<file path="src/rtl/ram_req_bridge_if.sv">
// Request/response channel bundle between the core LSU/fetch port and ram_req_bridge.
// master = core side, slave = bridge side.
interface ram_req_bridge_if #(
  parameter int ID_W = 4
);
  logic            req_valid;
  logic            req_ready;
  logic [63:0]     req_addr;
  logic            req_wen;
  logic [1:0]      req_size;
  logic            req_signed;
  logic [63:0]     req_wdata;
  logic [ID_W-1:0] req_id;

  logic            resp_valid;
  logic            resp_ready;
  logic [63:0]     resp_rdata;
  logic            resp_err;
  logic            resp_wen;
  logic [ID_W-1:0] resp_id;

  modport master (
    output req_valid, req_addr, req_wen, req_size, req_signed, req_wdata, req_id,
    input  req_ready,
    input  resp_valid, resp_rdata, resp_err, resp_wen, resp_id,
    output resp_ready
  );

  modport slave (
    input  req_valid, req_addr, req_wen, req_size, req_signed, req_wdata, req_id,
    output req_ready,
    output resp_valid, resp_rdata, resp_err, resp_wen, resp_id,
    input  resp_ready
  );
endinterface

</file>
<file path="src/rtl/ram_req_bridge.sv">
// Sized load/store bridge onto the 64-bit simulation RAM port with a response FIFO.
// Optional macro RAM_BRIDGE_PERF_EN adds read/write/stall performance counters.
//
// state   | meaning
// EMPTY   | no buffered responses, resp_valid low
// PARTIAL | some responses buffered, requests still accepted
// FULL    | RESP_DEPTH responses buffered, req_ready low
module ram_req_bridge #(
  parameter int RESP_DEPTH = 2,
  parameter int ID_W       = 4
) (
  input  logic        clk,
  input  logic        reset,
  ram_req_bridge_if.slave bus,
  output logic        ram_en,
  output logic [63:0] ram_addr,
  output logic [63:0] ram_wdata,
  output logic [7:0]  ram_wmask,
  output logic        ram_wen,
  input  logic [63:0] ram_rdata
`ifdef RAM_BRIDGE_PERF_EN
  ,
  output logic [31:0] perf_rd_cnt,
  output logic [31:0] perf_wr_cnt,
  output logic [31:0] perf_stall_cnt
`endif
);
  localparam int PW = $clog2(RESP_DEPTH);
  localparam int CW = PW + 1;
  localparam logic [CW-1:0] DEPTH_C = CW'(RESP_DEPTH);

  typedef enum logic [1:0] {EMPTY, PARTIAL, FULL} state_t;

  state_t          state, state_nxt;
  logic [CW-1:0]   count, count_nxt;
  logic [PW-1:0]   rd_ptr, wr_ptr;
  logic [63:0]     rdata_mem [RESP_DEPTH];
  logic            err_mem   [RESP_DEPTH];
  logic            wen_mem   [RESP_DEPTH];
  logic [ID_W-1:0] id_mem    [RESP_DEPTH];

  logic        req_fire, aligned_fire, pop, misaligned;
  logic [7:0]  lane_mask;
  logic [2:0]  byte_off;
  logic [5:0]  shift_bits;
  logic [63:0] rd_shift, load_data, push_data;

  assign bus.req_ready = !reset && (state != FULL);
  assign req_fire      = bus.req_valid && bus.req_ready;
  assign aligned_fire  = req_fire && !misaligned;
  assign byte_off      = bus.req_addr[2:0];
  assign shift_bits    = {byte_off, 3'b000};

  always_comb begin
    misaligned = 1'b0;
    lane_mask  = 8'h01;
    unique case (bus.req_size)
      2'd0: begin misaligned = 1'b0;               lane_mask = 8'h01; end
      2'd1: begin misaligned = bus.req_addr[0];    lane_mask = 8'h03; end
      2'd2: begin misaligned = |bus.req_addr[1:0]; lane_mask = 8'h0F; end
      default: begin misaligned = |bus.req_addr[2:0]; lane_mask = 8'hFF; end
    endcase
  end

  // Reset blocks req_fire through req_ready, so the RAM port is idle in reset.
  assign ram_en    = aligned_fire;
  assign ram_wen   = aligned_fire && bus.req_wen;
  assign ram_addr  = aligned_fire ? {bus.req_addr[63:3], 3'b000} : 64'h0;
  assign ram_wmask = ram_wen ? (lane_mask << byte_off) : 8'h00;
  assign ram_wdata = aligned_fire ? (bus.req_wdata << shift_bits) : 64'h0;

  assign rd_shift = ram_rdata >> shift_bits;

  always_comb begin
    load_data = 64'h0;
    unique case (bus.req_size)
      2'd0: load_data = bus.req_signed ? {{56{rd_shift[7]}},  rd_shift[7:0]}  : {56'h0, rd_shift[7:0]};
      2'd1: load_data = bus.req_signed ? {{48{rd_shift[15]}}, rd_shift[15:0]} : {48'h0, rd_shift[15:0]};
      2'd2: load_data = bus.req_signed ? {{32{rd_shift[31]}}, rd_shift[31:0]} : {32'h0, rd_shift[31:0]};
      default: load_data = rd_shift;
    endcase
  end

  assign push_data = (misaligned || bus.req_wen) ? 64'h0 : load_data;
  assign pop       = bus.resp_valid && bus.resp_ready;

  always_comb begin
    count_nxt = count;
    state_nxt = state;
    unique case ({req_fire, pop})
      2'b10:   count_nxt = count + 1'b1;
      2'b01:   count_nxt = count - 1'b1;
      default: count_nxt = count;
    endcase
    if (count_nxt == '0)
      state_nxt = EMPTY;
    else if (count_nxt == DEPTH_C)
      state_nxt = FULL;
    else
      state_nxt = PARTIAL;
  end

  always_ff @(posedge clk) begin
    if (reset) begin
      state  <= EMPTY;
      count  <= '0;
      rd_ptr <= '0;
      wr_ptr <= '0;
      for (int i = 0; i < RESP_DEPTH; i++) begin
        rdata_mem[i] <= 64'h0;
        err_mem[i]   <= 1'b0;
        wen_mem[i]   <= 1'b0;
        id_mem[i]    <= '0;
      end
    end else begin
      state <= state_nxt;
      count <= count_nxt;
      if (req_fire) begin
        rdata_mem[wr_ptr] <= push_data;
        err_mem[wr_ptr]   <= misaligned;
        wen_mem[wr_ptr]   <= bus.req_wen;
        id_mem[wr_ptr]    <= bus.req_id;
        wr_ptr            <= wr_ptr + 1'b1;
      end
      if (pop)
        rd_ptr <= rd_ptr + 1'b1;
    end
  end

  assign bus.resp_valid = !reset && (state != EMPTY);
  assign bus.resp_rdata = bus.resp_valid ? rdata_mem[rd_ptr] : 64'h0;
  assign bus.resp_err   = bus.resp_valid && err_mem[rd_ptr];
  assign bus.resp_wen   = bus.resp_valid && wen_mem[rd_ptr];
  assign bus.resp_id    = bus.resp_valid ? id_mem[rd_ptr] : '0;

`ifdef RAM_BRIDGE_PERF_EN
  always_ff @(posedge clk) begin
    if (reset) begin
      perf_rd_cnt    <= 32'h0;
      perf_wr_cnt    <= 32'h0;
      perf_stall_cnt <= 32'h0;
    end else begin
      if (aligned_fire && !bus.req_wen)
        perf_rd_cnt <= perf_rd_cnt + 32'd1;
      if (aligned_fire && bus.req_wen)
        perf_wr_cnt <= perf_wr_cnt + 32'd1;
      if (bus.req_valid && !bus.req_ready)
        perf_stall_cnt <= perf_stall_cnt + 32'd1;
    end
  end
`endif
endmodule

</file>
<file path="src/flat_wrapper.sv">
// flat-port wrapper written by rule: the top's interface ports become plain ports
module ram_req_bridge_flat 
#(
  parameter int RESP_DEPTH = 2,
  parameter int ID_W       = 4
)
  (clk, reset, ram_en, ram_addr, ram_wdata, ram_wmask, ram_wen, ram_rdata, bus_req_valid, bus_req_addr, bus_req_wen, bus_req_size, bus_req_signed, bus_req_wdata, bus_req_id, bus_req_ready, bus_resp_valid, bus_resp_rdata, bus_resp_err, bus_resp_wen, bus_resp_id, bus_resp_ready);
  ram_req_bridge_if #(.ID_W(ID_W)) bus_i ();
  input  logic clk;
  input  logic reset;
  output logic ram_en;
  output logic [63:0] ram_addr;
  output logic [63:0] ram_wdata;
  output logic [7:0] ram_wmask;
  output logic ram_wen;
  input  logic [63:0] ram_rdata;
  input wire logic [$bits(bus_i.req_valid)-1:0] bus_req_valid;
  input wire logic [$bits(bus_i.req_addr)-1:0] bus_req_addr;
  input wire logic [$bits(bus_i.req_wen)-1:0] bus_req_wen;
  input wire logic [$bits(bus_i.req_size)-1:0] bus_req_size;
  input wire logic [$bits(bus_i.req_signed)-1:0] bus_req_signed;
  input wire logic [$bits(bus_i.req_wdata)-1:0] bus_req_wdata;
  input wire logic [$bits(bus_i.req_id)-1:0] bus_req_id;
  output wire logic [$bits(bus_i.req_ready)-1:0] bus_req_ready;
  output wire logic [$bits(bus_i.resp_valid)-1:0] bus_resp_valid;
  output wire logic [$bits(bus_i.resp_rdata)-1:0] bus_resp_rdata;
  output wire logic [$bits(bus_i.resp_err)-1:0] bus_resp_err;
  output wire logic [$bits(bus_i.resp_wen)-1:0] bus_resp_wen;
  output wire logic [$bits(bus_i.resp_id)-1:0] bus_resp_id;
  input wire logic [$bits(bus_i.resp_ready)-1:0] bus_resp_ready;
  assign bus_i.req_valid = bus_req_valid;
  assign bus_i.req_addr = bus_req_addr;
  assign bus_i.req_wen = bus_req_wen;
  assign bus_i.req_size = bus_req_size;
  assign bus_i.req_signed = bus_req_signed;
  assign bus_i.req_wdata = bus_req_wdata;
  assign bus_i.req_id = bus_req_id;
  assign bus_req_ready = bus_i.req_ready;
  assign bus_resp_valid = bus_i.resp_valid;
  assign bus_resp_rdata = bus_i.resp_rdata;
  assign bus_resp_err = bus_i.resp_err;
  assign bus_resp_wen = bus_i.resp_wen;
  assign bus_resp_id = bus_i.resp_id;
  assign bus_i.resp_ready = bus_resp_ready;
  ram_req_bridge #(.RESP_DEPTH(RESP_DEPTH), .ID_W(ID_W)) u_core (.clk(clk), .reset(reset), .bus(bus_i), .ram_en(ram_en), .ram_addr(ram_addr), .ram_wdata(ram_wdata), .ram_wmask(ram_wmask), .ram_wen(ram_wen), .ram_rdata(ram_rdata));
endmodule
</file>
<file path="config.mk">
export PLATFORM = sky130hd
export DESIGN_NAME = ram_req_bridge_flat
export DESIGN_NICKNAME = d
export VERILOG_FILES = /design/src/rtl/ram_req_bridge_if.sv /design/src/rtl/ram_req_bridge.sv /design/src/flat_wrapper.sv
export SDC_FILE = /design/constraint.sdc
export NUM_CORES = 1
export LEC_CHECK = 0
export CAP_MARGIN = 0
export CORE_ASPECT_RATIO = 1.5
export CORE_MARGIN = 2
export CORE_UTILIZATION = 25
export CTS_BUF_LIST = sky130_fd_sc_hd__clkbuf_8
export DETAILED_ROUTE_END_ITERATION = 7
export GPL_ROUTABILITY_DRIVEN = 0
export HOLD_SLACK_MARGIN = 0.1
export SYNTH_ARGS = -nofsm -noshare
export SYNTH_HDL_FRONTEND = slang
export SYNTH_SLANG_ARGS = --single-unit
</file>
<file path="constraint.sdc">
create_clock -name clk -period 3.53 [get_ports clk]
set_clock_uncertainty 0.2 [all_clocks]
set_input_delay 0.5295 -clock clk [delete_from_list [all_inputs] [get_ports clk]]
set_output_delay 0.5295 -clock clk [all_outputs]
set_load 0.05 [all_outputs]
</file>
==> impl_metrics.py <==
metrics = {
    "status": {
        "status": "finished clean",
    },
    "clocking": {
        "clk_pin_slew_worst_paths_ns": 0.09,
        "cts_buffers": 17,
        "cts_max_level": 4,
        "clockRootBuffer": "clkbuf_8",
        "clk_latency_ns": 0.46,
        "cts_tree": "done",
        "cts_sinks": 147,
        "cts_hold_buf": 0,
        "max-clock-path-buffers": 2,
    },
    "job": {
        "max_cap_violations": 0,
    },
    "sta": {
        "finalSetupTns_ns": 0,
        "max_freq_mhz": 293,
        "finalCritPeriodShare": 0.968,
        "hold_viol_final": 0,
        "min_period_ns": 3.42,
        "slew_headroom": 0.190,
        "drv_slew": 0,
        "tightest_slew_ns": 1.21,
        "rsz0062_at_grt": "false",
        "holdWs_ns": 0.305,
        "timing.final.ws_setup_ns": 0.113,
        "finalSetupViolCount": 0,
    },
    "global_routing": {
        "grt_pass1_wl_um": 68200,
        "grt_pass1_vias": 11000,
        "antenna_found_initial": 10,
        "groute.usage.overall": 0.204,
        "grt-ovfl-total": 0,
        "grt_start_max_net_pins": 71,
    },
    "logic_synthesis": {
        "seq_area_frac_synth": 0.406,
        "async_flop_share": 0,
        "ys_seq_elements": 147,
        "synth_top_area_frac": 0.392,
        "syn_inst": 1144,
        "synthTopCellsByArea": "edfxtp_1 39%, mux2i_1 14%, nor2_1 10%, mux2_2 5.8%, and2_1 5.1%",
        "synth_edf_count": 140,
        "yosys.cell_types.count": 46,
        "syn_area_sq_um": 10700,
        "yosys_warnings": 0,
        "yosysTopAreaCell": "edfxtp_1",
        "ys.flop_type": "edfxtp_1",
        "synth_area_per_cell_sq_um": 9.36,
    },
    "route": {
        "antenna_left": 0,
        "drc": 0,
        "drtIter0Drc": 562,
        "avgRoutedWirePerCell_um": 21.9,
        "via_count": 10400,
        "dr.pass1.iters": 5,
        "routed_wl_um": 46300,
        "viasPerCell": 4.93,
    },
    "hold_path": {
        "hold_depth": 2,
        "hold_path.class": "flop to flop",
        "worstHoldStart": "u_core.count[1]",
        "min_to": "u_core.count[1]",
    },
    "cells_and_area": {
        "nFillCells": 4026,
        "drive_gt1_frac": 0.250,
        "layout.area.seq_sq_um": 4350,
        "nets": 1739,
        "final_common_cell": "nor2_1",
        "multi_input_area_sq_um": 5930,
        "final_cell_mix": "284 x nor2_1, 213 x buf_12, 201 x clkdlybuf4s50_1",
        "syn_to_final_growth_pct": 69.7,
        "fin_util": 0.431,
    },
    "critical_path": {
        "worstPathArrival_ns": 2.69,
        "critPathLaunchType": "input port",
        "cp_max_fo": 8,
        "cp.buffers_inverters": 3,
        "path_cells": "clkdlybuf4s50_1, inv_1, o211ai_1, nor2b_1, and2_1, buf_12",
        "r2r_cells": 5,
        "cp_slowest_cell": "nor2b_1",
        "timing.rr.start": "u_core.state[0]",
        "path_delay_family": "simple AND/OR/NAND/NOR gates",
        "worstSetupEndpointType": "primary output",
        "critPathMaxStageDelay_ns": 0.96,
        "reg2reg_slack_ns": 1.14,
        "critPathKind": "input port to primary output",
        "cp.required_ns": 2.80,
        "r2r-end": "u_core.rdata_mem[1][58]",
    },
    "placement": {
        "port_buffers": 410,
        "dp_slack_ns": 0.0168,
        "hpwlAfterDp_um": 37300,
    },
    "power_and_ir_drop": {
        "p_sw_frac": 0.318,
        "pwr-share-seq": 0.390,
        "pwr-share-comb": 0.350,
        "ir_drop_v": 0.000275,
        "power.switching_uw": 1670,
        "clock_power_share": 0.260,
        "power.density_nw_per_um2": 289,
        "p_leak_uw": 0.00689,
        "intPower_uw": 3580,
    },
    "floorplanning": {
        "core_sq_um": 42100,
        "initial_core_util": 0.254,
        "die_w_um": 173,
        "rows": 92,
        "num_io_pins": 414,
        "die_y_um": 258,
        "die_area_sq_um": 44600,
    },
}
[metal layers]
metal | GRT usage | vias to the layer above | routed length (um)
li1 | - | 4823 | -
met1 | 0.207 | 4995 | 15900
met2 | 0.380 | 491 | 24600
met3 | 0.0527 | 97 | 3360
met4 | 0.108 | 14 | 2390
met5 | 0 | - | 81
[flip-flops by register name, indices dropped and copies added (netlist names), named ones only]
| register | cells |
|---|---|
| u_core.rdata_mem | 128 |
| u_core.id_mem | 8 |
| u_core.count | 2 |
| u_core.err_mem | 2 |
| u_core.state | 2 |
| u_core.wen_mem | 2 |
| u_core.rd_ptr | 1 |
| u_core.wr_ptr | 1 |
[cells in the mapped netlist (2+ instances only)]
cell type / number
edfxtp_1: 140
nand3_1: 2
buf_2: 17
nor2_1: 286
nor2b_1: 27
buf_6: 3
inv_1: 16
mux4_2: 18
a211oi_1: 42
mux2i_1: 146
o21a_1: 2
o21ai_0: 31
nand2b_1: 8
a21oi_1: 71
and3_1: 21
mux2_2: 55
o21ai_1: 2
a2bb2oi_1: 14
nor3_1: 6
o22ai_1: 2
xnor2_1: 2
clkbuf_1: 65
and2_1: 88
mux2_1: 2
dfxtp_1: 7
o22a_1: 8
buf_1: 12
nand2_1: 30
buf_4: 4
[cell type report]
class | instances | share of cell area
antenna | 2 | 0.000275
timing repair buffer | 470 | 0.369
tap | 564 | 0.0388
clock inverter | 12 | 0.00778
sequential | 147 | 0.239
inverter | 18 | 0.00372
clock buffer | 20 | 0.0151
multi-input combinational | 880 | 0.326
[logic make-up (layout without fill, tap and decap cells)]
logic type,after synthesis,count (layout),share of synthesized area
AO/OA/AOI/OAI,181,181,0.109
XOR/XNOR,3,3,0.00245
adder cells (fa/ha/maj),1,1,0.00117
buffers and inverters,119,520,0.0472
flip-flops,147,147,0.406
multiplexers,221,221,0.234
other,1,5,0.000350
AND/OR/NAND/NOR,471,471,0.200
[power by group through the flow]
stage / logic, uW / registers (uW) / clock network [uW]
floorplan: 939 / 2070 / 0
finish: 1840 / 2050 / 1370
CTS: 1850 / 2050 / 1380
detailed placement: 1840 / 2090 / 0
global route: 1930 / 2060 / 1440
global placement: 1830 / 2080 / 0
[tightest hold or removal path, delay by kind of cell (launching register included)]
family         cells  cell delay (ns)
flip-flops         1             0.32
AO/OA/AOI/OAI      2             0.14
[through the flow]
| stage | cells | total power [uW] | cell area, sq um |
|---|---|---|---|
| floorplan | 1146 | 3010 | 10800 |
| global placement | 2079 | 3910 | 17700 |
| detailed placement | 2079 | 3930 | 17700 |
| CTS | 2111 | 5270 | 18200 |
| global route | 2112 | 5440 | 18200 |
| finish | 2113 | 5250 | 18200 |
[how the worst max path moves through the flow]
stage | cells after the start | end | start
finish | 6 | ram_wdata[2] | reset
global route | 8 | ram_wdata[10] | bus_req_size[1]
CTS | 6 | ram_wdata[2] | reset
detailed placement | 8 | ram_wdata[23] | bus_req_size[1]
global placement | 8 | ram_wmask[0] | bus_req_size[1]
floorplan | 7 | ram_wdata[10] | reset
[repair_timing]
| action | CTS | global route |
|---|---|---|
| setup buffers | 0 | 0 |
| gates resized for setup | 1 | 2 |
| gates cloned | 0 | 0 |
| endpoints found under the setup margin | 2 | 1 |
No activity file was read; power rests on OpenSTA's default activity.
